===== src/rtl/bram_load_ctrl_if.sv =====
// rtl/bram_load_ctrl_if.sv - UART-to-BRAM load port bundle
//
// Purpose: groups the byte-stream input, load-window control and BRAM write
// port of bram_load_ctrl into one interface.
//
// Signals:
//   rx_ready       one-cycle strobe, rx_data valid
//   rx_data        received UART byte
//   flag_bram      load window open (held by the BRAM-select FSM)
//   sel_bram       target BRAM, 0 = A, 1 = B
//   bram_we_a      write enable, BRAM A
//   bram_we_b      write enable, BRAM B
//   bram_addr      write address
//   bram_din       write data, one vector element
//   flag_end_write one-cycle pulse, full vector written
//   busy_load      high whenever the loader is not idle
//
// Modports:
//   master  the side that supplies bytes and the window (UART/select FSM)
//   slave   the loader itself

interface bram_load_ctrl_if #(
  parameter int ELEM_BYTES = 2,
  parameter int ADDR_WIDTH = 10
);

  logic                    rx_ready;
  logic [7:0]              rx_data;
  logic                    flag_bram;
  logic                    sel_bram;
  logic                    bram_we_a;
  logic                    bram_we_b;
  logic [ADDR_WIDTH-1:0]   bram_addr;
  logic [8*ELEM_BYTES-1:0] bram_din;
  logic                    flag_end_write;
  logic                    busy_load;

  modport master (
    output rx_ready,
    output rx_data,
    output flag_bram,
    output sel_bram,
    input  bram_we_a,
    input  bram_we_b,
    input  bram_addr,
    input  bram_din,
    input  flag_end_write,
    input  busy_load
  );

  modport slave (
    input  rx_ready,
    input  rx_data,
    input  flag_bram,
    input  sel_bram,
    output bram_we_a,
    output bram_we_b,
    output bram_addr,
    output bram_din,
    output flag_end_write,
    output busy_load
  );

endinterface


===== src/rtl/bram_load_ctrl.sv =====
// rtl/bram_load_ctrl.sv - assembles UART bytes into vector elements and writes them to BRAM A or B
//
// Purpose: while the load window (flag_bram) is open, collects ELEM_BYTES
// received bytes per element (little-endian), writes each complete element
// to the selected BRAM at consecutive addresses, and pulses flag_end_write
// once VECTOR_LEN elements have been written. The window must close before
// another load can start.
//
// Parameters:
//   ELEM_BYTES  UART bytes per vector element (1..4)
//   VECTOR_LEN  elements per vector load (<= 2**ADDR_WIDTH)
//   ADDR_WIDTH  BRAM address width
//
// Ports:
//   clk    system clock, all state on the rising edge
//   reset  asynchronous, active-high reset
//   bus    slave side of bram_load_ctrl_if (byte input, window control,
//          BRAM write port, status flags)

module bram_load_ctrl #(
  parameter int ELEM_BYTES = 2,
  parameter int VECTOR_LEN = 1024,
  parameter int ADDR_WIDTH = 10
) (
  input  logic              clk,
  input  logic              reset,
  bram_load_ctrl_if.slave   bus
);

  localparam int DW   = 8 * ELEM_BYTES;
  localparam int BC_W = (ELEM_BYTES > 1) ? $clog2(ELEM_BYTES) : 1;

  localparam logic [BC_W-1:0]     LAST_BYTE = BC_W'(ELEM_BYTES - 1);
  // Element counter value once the whole vector has been captured. The
  // counter is one bit wider than the address so a full 2**ADDR_WIDTH load
  // does not wrap back to zero.
  localparam logic [ADDR_WIDTH:0] VEC_CNT   = (ADDR_WIDTH + 1)'(VECTOR_LEN);

  localparam logic [1:0] S_IDLE    = 2'd0;
  localparam logic [1:0] S_LOAD    = 2'd1;
  localparam logic [1:0] S_DONE    = 2'd2;
  localparam logic [1:0] S_RELEASE = 2'd3;

  logic [1:0]            state;
  logic                  tgt;
  logic [BC_W-1:0]       byte_cnt;
  logic [ADDR_WIDTH:0]   elem_cnt;
  logic [DW-1:0]         asm_word;

  logic [DW+7:0]         shift_cat;
  logic [DW-1:0]         word_next;
  logic                  vec_full;
  logic                  take_byte;
  logic                  elem_done;

  // New bytes enter at the top and older bytes move down, so after
  // ELEM_BYTES shifts the first byte received sits in bits [7:0].
  always_comb begin
    shift_cat = {bus.rx_data, asm_word};
    word_next = shift_cat[DW+7:8];
  end

  // Once the last element is captured, elem_cnt equals VEC_CNT and further
  // bytes are ignored, including one arriving while that last write is on
  // the bus. An open window is required, so an abort always beats a byte.
  always_comb begin
    vec_full  = (elem_cnt == VEC_CNT);
    take_byte = (state == S_LOAD) && bus.flag_bram && bus.rx_ready && !vec_full;
    elem_done = take_byte && (byte_cnt == LAST_BYTE);
  end

  always_ff @(posedge clk or posedge reset) begin
    if (reset) begin
      state              <= S_IDLE;
      tgt                <= 1'b0;
      byte_cnt           <= '0;
      elem_cnt           <= '0;
      asm_word           <= '0;
      bus.bram_we_a      <= 1'b0;
      bus.bram_we_b      <= 1'b0;
      bus.bram_addr      <= '0;
      bus.bram_din       <= '0;
      bus.flag_end_write <= 1'b0;
      bus.busy_load      <= 1'b0;
    end else begin
      // Strobes default low; address and data hold between writes.
      bus.bram_we_a      <= 1'b0;
      bus.bram_we_b      <= 1'b0;
      bus.flag_end_write <= 1'b0;

      case (state)
        S_IDLE: begin
          if (bus.flag_bram) begin
            tgt           <= bus.sel_bram;
            byte_cnt      <= '0;
            elem_cnt      <= '0;
            asm_word      <= '0;
            state         <= S_LOAD;
            bus.busy_load <= 1'b1;
          end
        end

        S_LOAD: begin
          if (!bus.flag_bram) begin
            // Abort: the partial element is simply left in asm_word and
            // cleared on the next start.
            state         <= S_IDLE;
            bus.busy_load <= 1'b0;
          end else if (vec_full) begin
            // The final write was presented in the previous cycle.
            state              <= S_DONE;
            bus.flag_end_write <= 1'b1;
          end else if (elem_done) begin
            bus.bram_we_a <= ~tgt;
            bus.bram_we_b <= tgt;
            bus.bram_addr <= elem_cnt[ADDR_WIDTH-1:0];
            bus.bram_din  <= word_next;
            asm_word      <= word_next;
            byte_cnt      <= '0;
            elem_cnt      <= elem_cnt + 1'b1;
          end else if (take_byte) begin
            asm_word <= word_next;
            byte_cnt <= byte_cnt + BC_W'(1);
          end
        end

        S_DONE: begin
          state <= S_RELEASE;
        end

        S_RELEASE: begin
          // Wait for the window to close so a held flag_bram cannot start
          // a second load.
          if (!bus.flag_bram) begin
            state         <= S_IDLE;
            bus.busy_load <= 1'b0;
          end
        end

        default: begin
          state         <= S_IDLE;
          bus.busy_load <= 1'b0;
        end
      endcase
    end
  end

endmodule


===== src/flat_wrapper.sv =====
// flat-port wrapper written by rule: the top's interface ports become plain ports
module bram_load_ctrl_flat 
#(
  parameter int ELEM_BYTES = 2,
  parameter int VECTOR_LEN = 1024,
  parameter int ADDR_WIDTH = 10
)
  (clk, reset, bus_rx_ready, bus_rx_data, bus_flag_bram, bus_sel_bram, bus_bram_we_a, bus_bram_we_b, bus_bram_addr, bus_bram_din, bus_flag_end_write, bus_busy_load);
  bram_load_ctrl_if #(.ELEM_BYTES(ELEM_BYTES), .ADDR_WIDTH(ADDR_WIDTH)) bus_i ();
  input  logic clk;
  input  logic reset;
  input wire logic [$bits(bus_i.rx_ready)-1:0] bus_rx_ready;
  input wire logic [$bits(bus_i.rx_data)-1:0] bus_rx_data;
  input wire logic [$bits(bus_i.flag_bram)-1:0] bus_flag_bram;
  input wire logic [$bits(bus_i.sel_bram)-1:0] bus_sel_bram;
  output wire logic [$bits(bus_i.bram_we_a)-1:0] bus_bram_we_a;
  output wire logic [$bits(bus_i.bram_we_b)-1:0] bus_bram_we_b;
  output wire logic [$bits(bus_i.bram_addr)-1:0] bus_bram_addr;
  output wire logic [$bits(bus_i.bram_din)-1:0] bus_bram_din;
  output wire logic [$bits(bus_i.flag_end_write)-1:0] bus_flag_end_write;
  output wire logic [$bits(bus_i.busy_load)-1:0] bus_busy_load;
  assign bus_i.rx_ready = bus_rx_ready;
  assign bus_i.rx_data = bus_rx_data;
  assign bus_i.flag_bram = bus_flag_bram;
  assign bus_i.sel_bram = bus_sel_bram;
  assign bus_bram_we_a = bus_i.bram_we_a;
  assign bus_bram_we_b = bus_i.bram_we_b;
  assign bus_bram_addr = bus_i.bram_addr;
  assign bus_bram_din = bus_i.bram_din;
  assign bus_flag_end_write = bus_i.flag_end_write;
  assign bus_busy_load = bus_i.busy_load;
  bram_load_ctrl #(.ELEM_BYTES(ELEM_BYTES), .VECTOR_LEN(VECTOR_LEN), .ADDR_WIDTH(ADDR_WIDTH)) u_core (.clk(clk), .reset(reset), .bus(bus_i));
endmodule

===== config.mk =====
export PLATFORM = sky130hd
export DESIGN_NAME = bram_load_ctrl_flat
export DESIGN_NICKNAME = d
export VERILOG_FILES = /design/src/rtl/bram_load_ctrl_if.sv /design/src/rtl/bram_load_ctrl.sv /design/src/flat_wrapper.sv
export SDC_FILE = /design/constraint.sdc
export NUM_CORES = 1
export LEC_CHECK = 0
export BUFFER_PORTS_ARGS = -buffer_cell sky130_fd_sc_hd__buf_2
export CAP_MARGIN = 20
export CORE_AREA = 5 5 80 82
export CTS_CLUSTER_SIZE = 8
export DETAILED_ROUTE_END_ITERATION = 12
export DIE_AREA = 0 0 85 87
export PLACE_DENSITY = 0.61
export RECOVER_POWER = 50
export SLEW_MARGIN = 10
export SYNTH_ARGS = -nofsm -noshare
export SYNTH_HDL_FRONTEND = slang
export SYNTH_SLANG_ARGS = --single-unit

===== constraint.sdc =====
create_clock -name clk -period 3.9 [get_ports clk]
set_input_delay 0.39 -clock clk [delete_from_list [all_inputs] [get_ports clk]]
set_output_delay 0.39 -clock clk [all_outputs]
set_load 0.02 [all_outputs]

-- Word level (Yosys, flattened, before mapping)
Index checks and enable logic that the tools add are counted.
- register bits after elaboration: 61
- memories: 0
- input bits: 13
- bits in writable memories: 0
- latch bits: 0
- memory bits (read-only): 0
- equal/unequal tests: 12
- reductions and logical operators: 15
- divide/modulo/power cells: 0
- shift operators: 0
- $mul: 0
- muxes and demuxes: 36
- bitwise operators: 2
- $add $sub $neg: 2
- $lt $le $gt $ge: 0
- operators by type and width (kind ; number):
    $mux 16 ; 5
    $mux 11 ; 4
    $pmux 16 s2 ; 1
    $pmux 11 s2 ; 1
    $mux 1 ; 18
    $add 11x1->11 const B ; 1
    $eq 11x11->1 const B ; 1
    $ne 2x2->1 const B ; 5
    $reduce_and 5->1 ; 2
    $mux 2 ; 4
    $pmux 2 s4 ; 1
    $reduce_and 3->1 ; 2
    $eq 2x2->1 const B ; 2
    $logic_and 1x1->1 ; 4
    $pmux 1 s2 ; 2
    $reduce_and 4->1 ; 1
    $reduce_bool 2->1 ; 2
    $ne 3x1->1 const B ; 1
    $ne 3x2->1 const B ; 1
    $eq 2x1->1 const B ; 1
    $logic_not 2->1 ; 1
    $ne 2x1->1 const B ; 1
    $not 1->1 ; 2
    $reduce_and 2->1 ; 1
    other kinds (3) ; 3

-- Longest topological paths before layout
- depth after elaboration: 9
- mapped depth: 7
- mapped depth without buffers: 6

-- Least setup slack after synthesis
Ideal clock, no wire load.
- kind: register to register
- start: register u_core.elem_cnt[7]
- end: register u_core.bus.bram_addr[0]
- cell stages (with the launch flop): 6
- library setup time: 125 ps
- clock period less this slack: 2326 ps
- arrival time: 2201 ps
- path slack: 1574 ps
- path buffers: 1
- cells stage by stage: dfrtp_1 -> or4_1 -> or3_4 -> o211ai_4 -> buf_8 -> mux2_4
- longest elaborated chain between the ends: 5
- elaborated cells on any way between the ends: 6
- classes of those cells: eq/ne: 1; bitwise: 1; reduce/logical: 4
- ends and longest elaborated chain (what ; RTL line ; text):
    start, declared ; bram_load_ctrl.sv:47 ; logic [ADDR_WIDTH:0] elem_cnt;
    start signal, assigned ; bram_load_ctrl.sv:120 ; elem_cnt <= elem_cnt + 1'b1;
    $eq 11x11->1 * ; bram_load_ctrl.sv:67 ; vec_full = (elem_cnt == VEC_CNT);
    $logic_not 1->1 ; bram_load_ctrl.sv:68 ; take_byte = (state == S_LOAD) && bus.flag_bram && bus.rx_ready && !vec_full;
    $logic_and 1x1->1 ; bram_load_ctrl.sv:68 ;
    $logic_and 1x1->1 ; bram_load_ctrl.sv:69 ; elem_done = take_byte && (byte_cnt == LAST_BYTE);
    $reduce_and 4->1 (no line) * ; - ;
    end signal, assigned ; bram_load_ctrl.sv:116 ; bus.bram_addr <= elem_cnt[ADDR_WIDTH-1:0];
    end, declared ; bram_load_ctrl_if.sv:58 ; output bram_addr,
Mark *: on every way between the ends. The rest lies on a longest branch, timed or not.
A chain may end at the register's enable or synchronous reset.

-- Worst setup path in the final report
- start: register u_core.elem_cnt[7]
- end: register u_core.bus.bram_din[8]
- longest elaborated chain between the ends: 5
- elaborated cells on any way between the ends: 6
- classes of those cells: eq/ne: 1; bitwise: 1; reduce/logical: 4
- ends and longest elaborated chain (what ; RTL line ; text):
    $eq 11x11->1 * ; bram_load_ctrl.sv:67 ;
    $logic_not 1->1 ; bram_load_ctrl.sv:68 ;
    $logic_and 1x1->1 ; bram_load_ctrl.sv:68 ;
    $logic_and 1x1->1 ; bram_load_ctrl.sv:69 ;
    $reduce_and 4->1 (no line) * ; - ;
    end signal, assigned ; bram_load_ctrl.sv:117 ; bus.bram_din <= word_next;
    end, declared ; bram_load_ctrl_if.sv:59 ; output bram_din,
Marked as above.

==> impl_metrics.ini <==
[status]
outcome = finished, violations left
violations = max-capacitance violations, max-slew violations

[yosys]
yosysWarnings = 0
ys_ff_latch = 53
synth_edf_count = 0
synth_area_per_cell_um2 = 12.8
async_reset_ff_share_pct = 100
seq_area_frac_synth_pct = 56.0
synth_nets = 200
synth.most_common_cell = dfrtp_1
synth_cells = 185
synth_cell_type_count = 35
synth_top_area_share_pct = 56.0
synth_commonest_cells = 53 x dfrtp_1, 30 x nand2_1, 18 x mux2_4, 10 x mux2i_1, 10 x nor2_1
netlist_area_mm2 = 0.00237
ys_top_cells_by_area = dfrtp_1 56%, mux2_4 11%, nand2_1 4.8%, mux2i_1 4.2%, mux2_2 3.8%
yosysTopAreaCell = dfrtp_1
synthFlopType = dfrtp_1

[placed_design]
placed_area_mm2 = 0.00265
io_buffer_count = 42
hpwl_um = 3090
dp.cells = 300
gp_congestion = 0.746

[global_route]
grt_pass1_vias = 1573
grt_pass1_wl_um = 7940
overflow = 0
grt_start_max_net_pins = 54
grt_antenna_before_repair = 0
grt_use_total_pct = 13.6

[worst_hold_path]
holdPathStages = 3
worstHoldStart = bus_sel_bram
hp-class = in -> reg

[routing]
drt-total-wl_um = 4540
postRouteAntennaNets = 0
vias_per_cell = 5.00
routedWlPerCell_um = 14.8
drcViolationCount = 0
drt_iter0_markers = 80
vias = 1534
firstDrtPassIters = 4

[timing]
tightest_slew_ns = 2.78
min_period_over_period_pct = 73.4
finalCriticalPeriod_ns = 2.86
hold_violations = 0
finClkSkew_ns = 0.00344
finalSetupViolCount = 0
fmax_mhz = 349
finalMaxSlewViolations = 54
setup_tns_ns = 0
rsz0062_at_grt = no
relSlewSlack_pct = -85.1

[floorplan]
die_w_um = 85
dieArea_mm2 = 0.00740
num_io_pins = 43
rows = 28
initial_core_util_pct = 41.7
die_h_um = 87
core_area_mm2 = 0.00568

[power]
peakVddDrop_v = 0.000235
leakage_nw = 1.34
powerDensity_mw_per_mm2 = 447
power_mw = 1.22

[clock_tree]
ctsResizeCount = 0
cts_max_level = 2
cts_buffers = 5
clkSinkCount = 53
clkTransAtPathRegs_ns = 0.09
cts_hold_buf = 0
clock_latency_ns = 0.31
clock_path_buffers = 2
cts-root-buf = clkbuf_8
post_cts_buffers = 0
cts_tree = yes

[critical_path]
crit_buf_inv = 1
start_kind = flop
path_depth = 5
cp.required_ns = 4.10
cpLargestDelayFamily = simple AND/OR/NAND/NOR gates
crit_slowest_cell = o211ai_4
critPathLaunch = u_core.elem_cnt[7]
cp-end-kind = flop
critPathMaxFanout = 17
slowest_delay_ns = 0.60
r2r_cells = 5
critical_path_arrival_ns = 3.07
r2r-start = u_core.elem_cnt[7]
crit_chain = or4_1 > or3_4 > o211ai_4 > buf_4 > mux2_2
path_class = reg -> reg

[final_layout]
layoutNonFillerInstCount = 307
diodes = 0
drive_gt1_share_pct = 28.9
fin_area_mm2 = 0.00272
syn2layout_area_growth_pct = 14.8
fin_nets = 247
n_fill_cell = 553

[flow_run]
maxCapViolations = 1
where the power goes:
part / leakage (nW) / internal [mW] / total, mW / switching [mW]
sequential: 0.704 / 0.609 / 0.651 / 0.0417
clock: 0.0433 / 0.141 / 0.322 / 0.182
combinational: 0.591 / 0.103 / 0.242 / 0.139
total: 1.34 / 0.853 / 1.22 / 0.362
routing by layer:
metal	vias up	wire [µm]	track usage, %
met5	-	0	0
met4	0	62	4.75
met3	6	221	3.78
met2	32	2030	21.0
met1	758	2220	18.5
li1	738	-	-
cells by family (layout without fill, tap and decap cells):
family	after synthesis	after routing	share of synthesized area, %
xor+xnor	7	7	2.59
fa+ha+maj	2	2	1.06
mux	36	36	19.4
compound gates	10	10	3.70
buf+inv	10	57	2.75
flops	53	53	56.0
simple gates	67	67	14.5
state kept, by name, summed over array words and instances, names as in the netlist, named ones only:
register	count
u_core.bus.busy_load	1
u_core.bus.bram_addr	10
u_core.asm_word	8
u_core.bus.bram_din	16
u_core.bus.bram_we_a	1
u_core.byte_cnt	1
u_core.bus.flag_end_write	1
u_core.elem_cnt	11
u_core.bus.bram_we_b	1
u_core.state	1
u_core.tgt	1
cells in the final DEF, fill, tap and decap left out, types with 3 or more instances in the layout:
cell type  netlist  routed
buf_2            0      27
buf_4            0       3
clkbuf_1         4      16
clkbuf_8         0       6
dfrtp_1         53      53
inv_1            4       4
mux2_2           8       8
mux2_4          18      18
mux2i_1         10      10
nand2_1         30      30
nor2_1          10      10
nor2b_1          3       3
nor4_1           4       4
xnor2_1          7       7
worst paths after layout:
path,slack [ns],end
max in group asynchronous,1.22,u_core.asm_word[14]
hold reg to reg,0.46,u_core.bus.bram_we_a
setup / recovery,1.04,u_core.bus.bram_din[8]
setup reg to reg,1.04,u_core.bus.bram_din[8]
min in group asynchronous,1.11,u_core.bus.bram_din[1]
hold / removal,0.28,u_core.tgt
layout make-up:
class	count	area, µm²	area share (%)
flip-flops and latches	53	1330	48.8
multi-input cells	122	977	35.9
repair buffers	46	218	8.00
well taps	75	93.8	3.45
clock buffers	6	82.6	3.04
inverters	4	15.0	0.552
clock inverters	1	7.51	0.276
worst min-delay path, delay by kind of cell:
family	cells	cell delay, ns
AND/OR/NAND/NOR	2	0.09
buffers and inverters	1	0.08
through the flow:
stage / hold slack, ns / worst slack, ns / util (%)
2_1_floorplan: 0.417 / 1.57 / -
3_5_place_dp: 0.452 / 1.03 / 46.7
5_1_grt: 0.282 / 0.520 / 47.9
4_1_cts: 0.273 / 1.01 / 48.3
3_3_place_gp: 0.451 / 1.05 / 46.7
6_report: 0.277 / 1.04 / 47.9
Power figures use the tool's default switching activity.
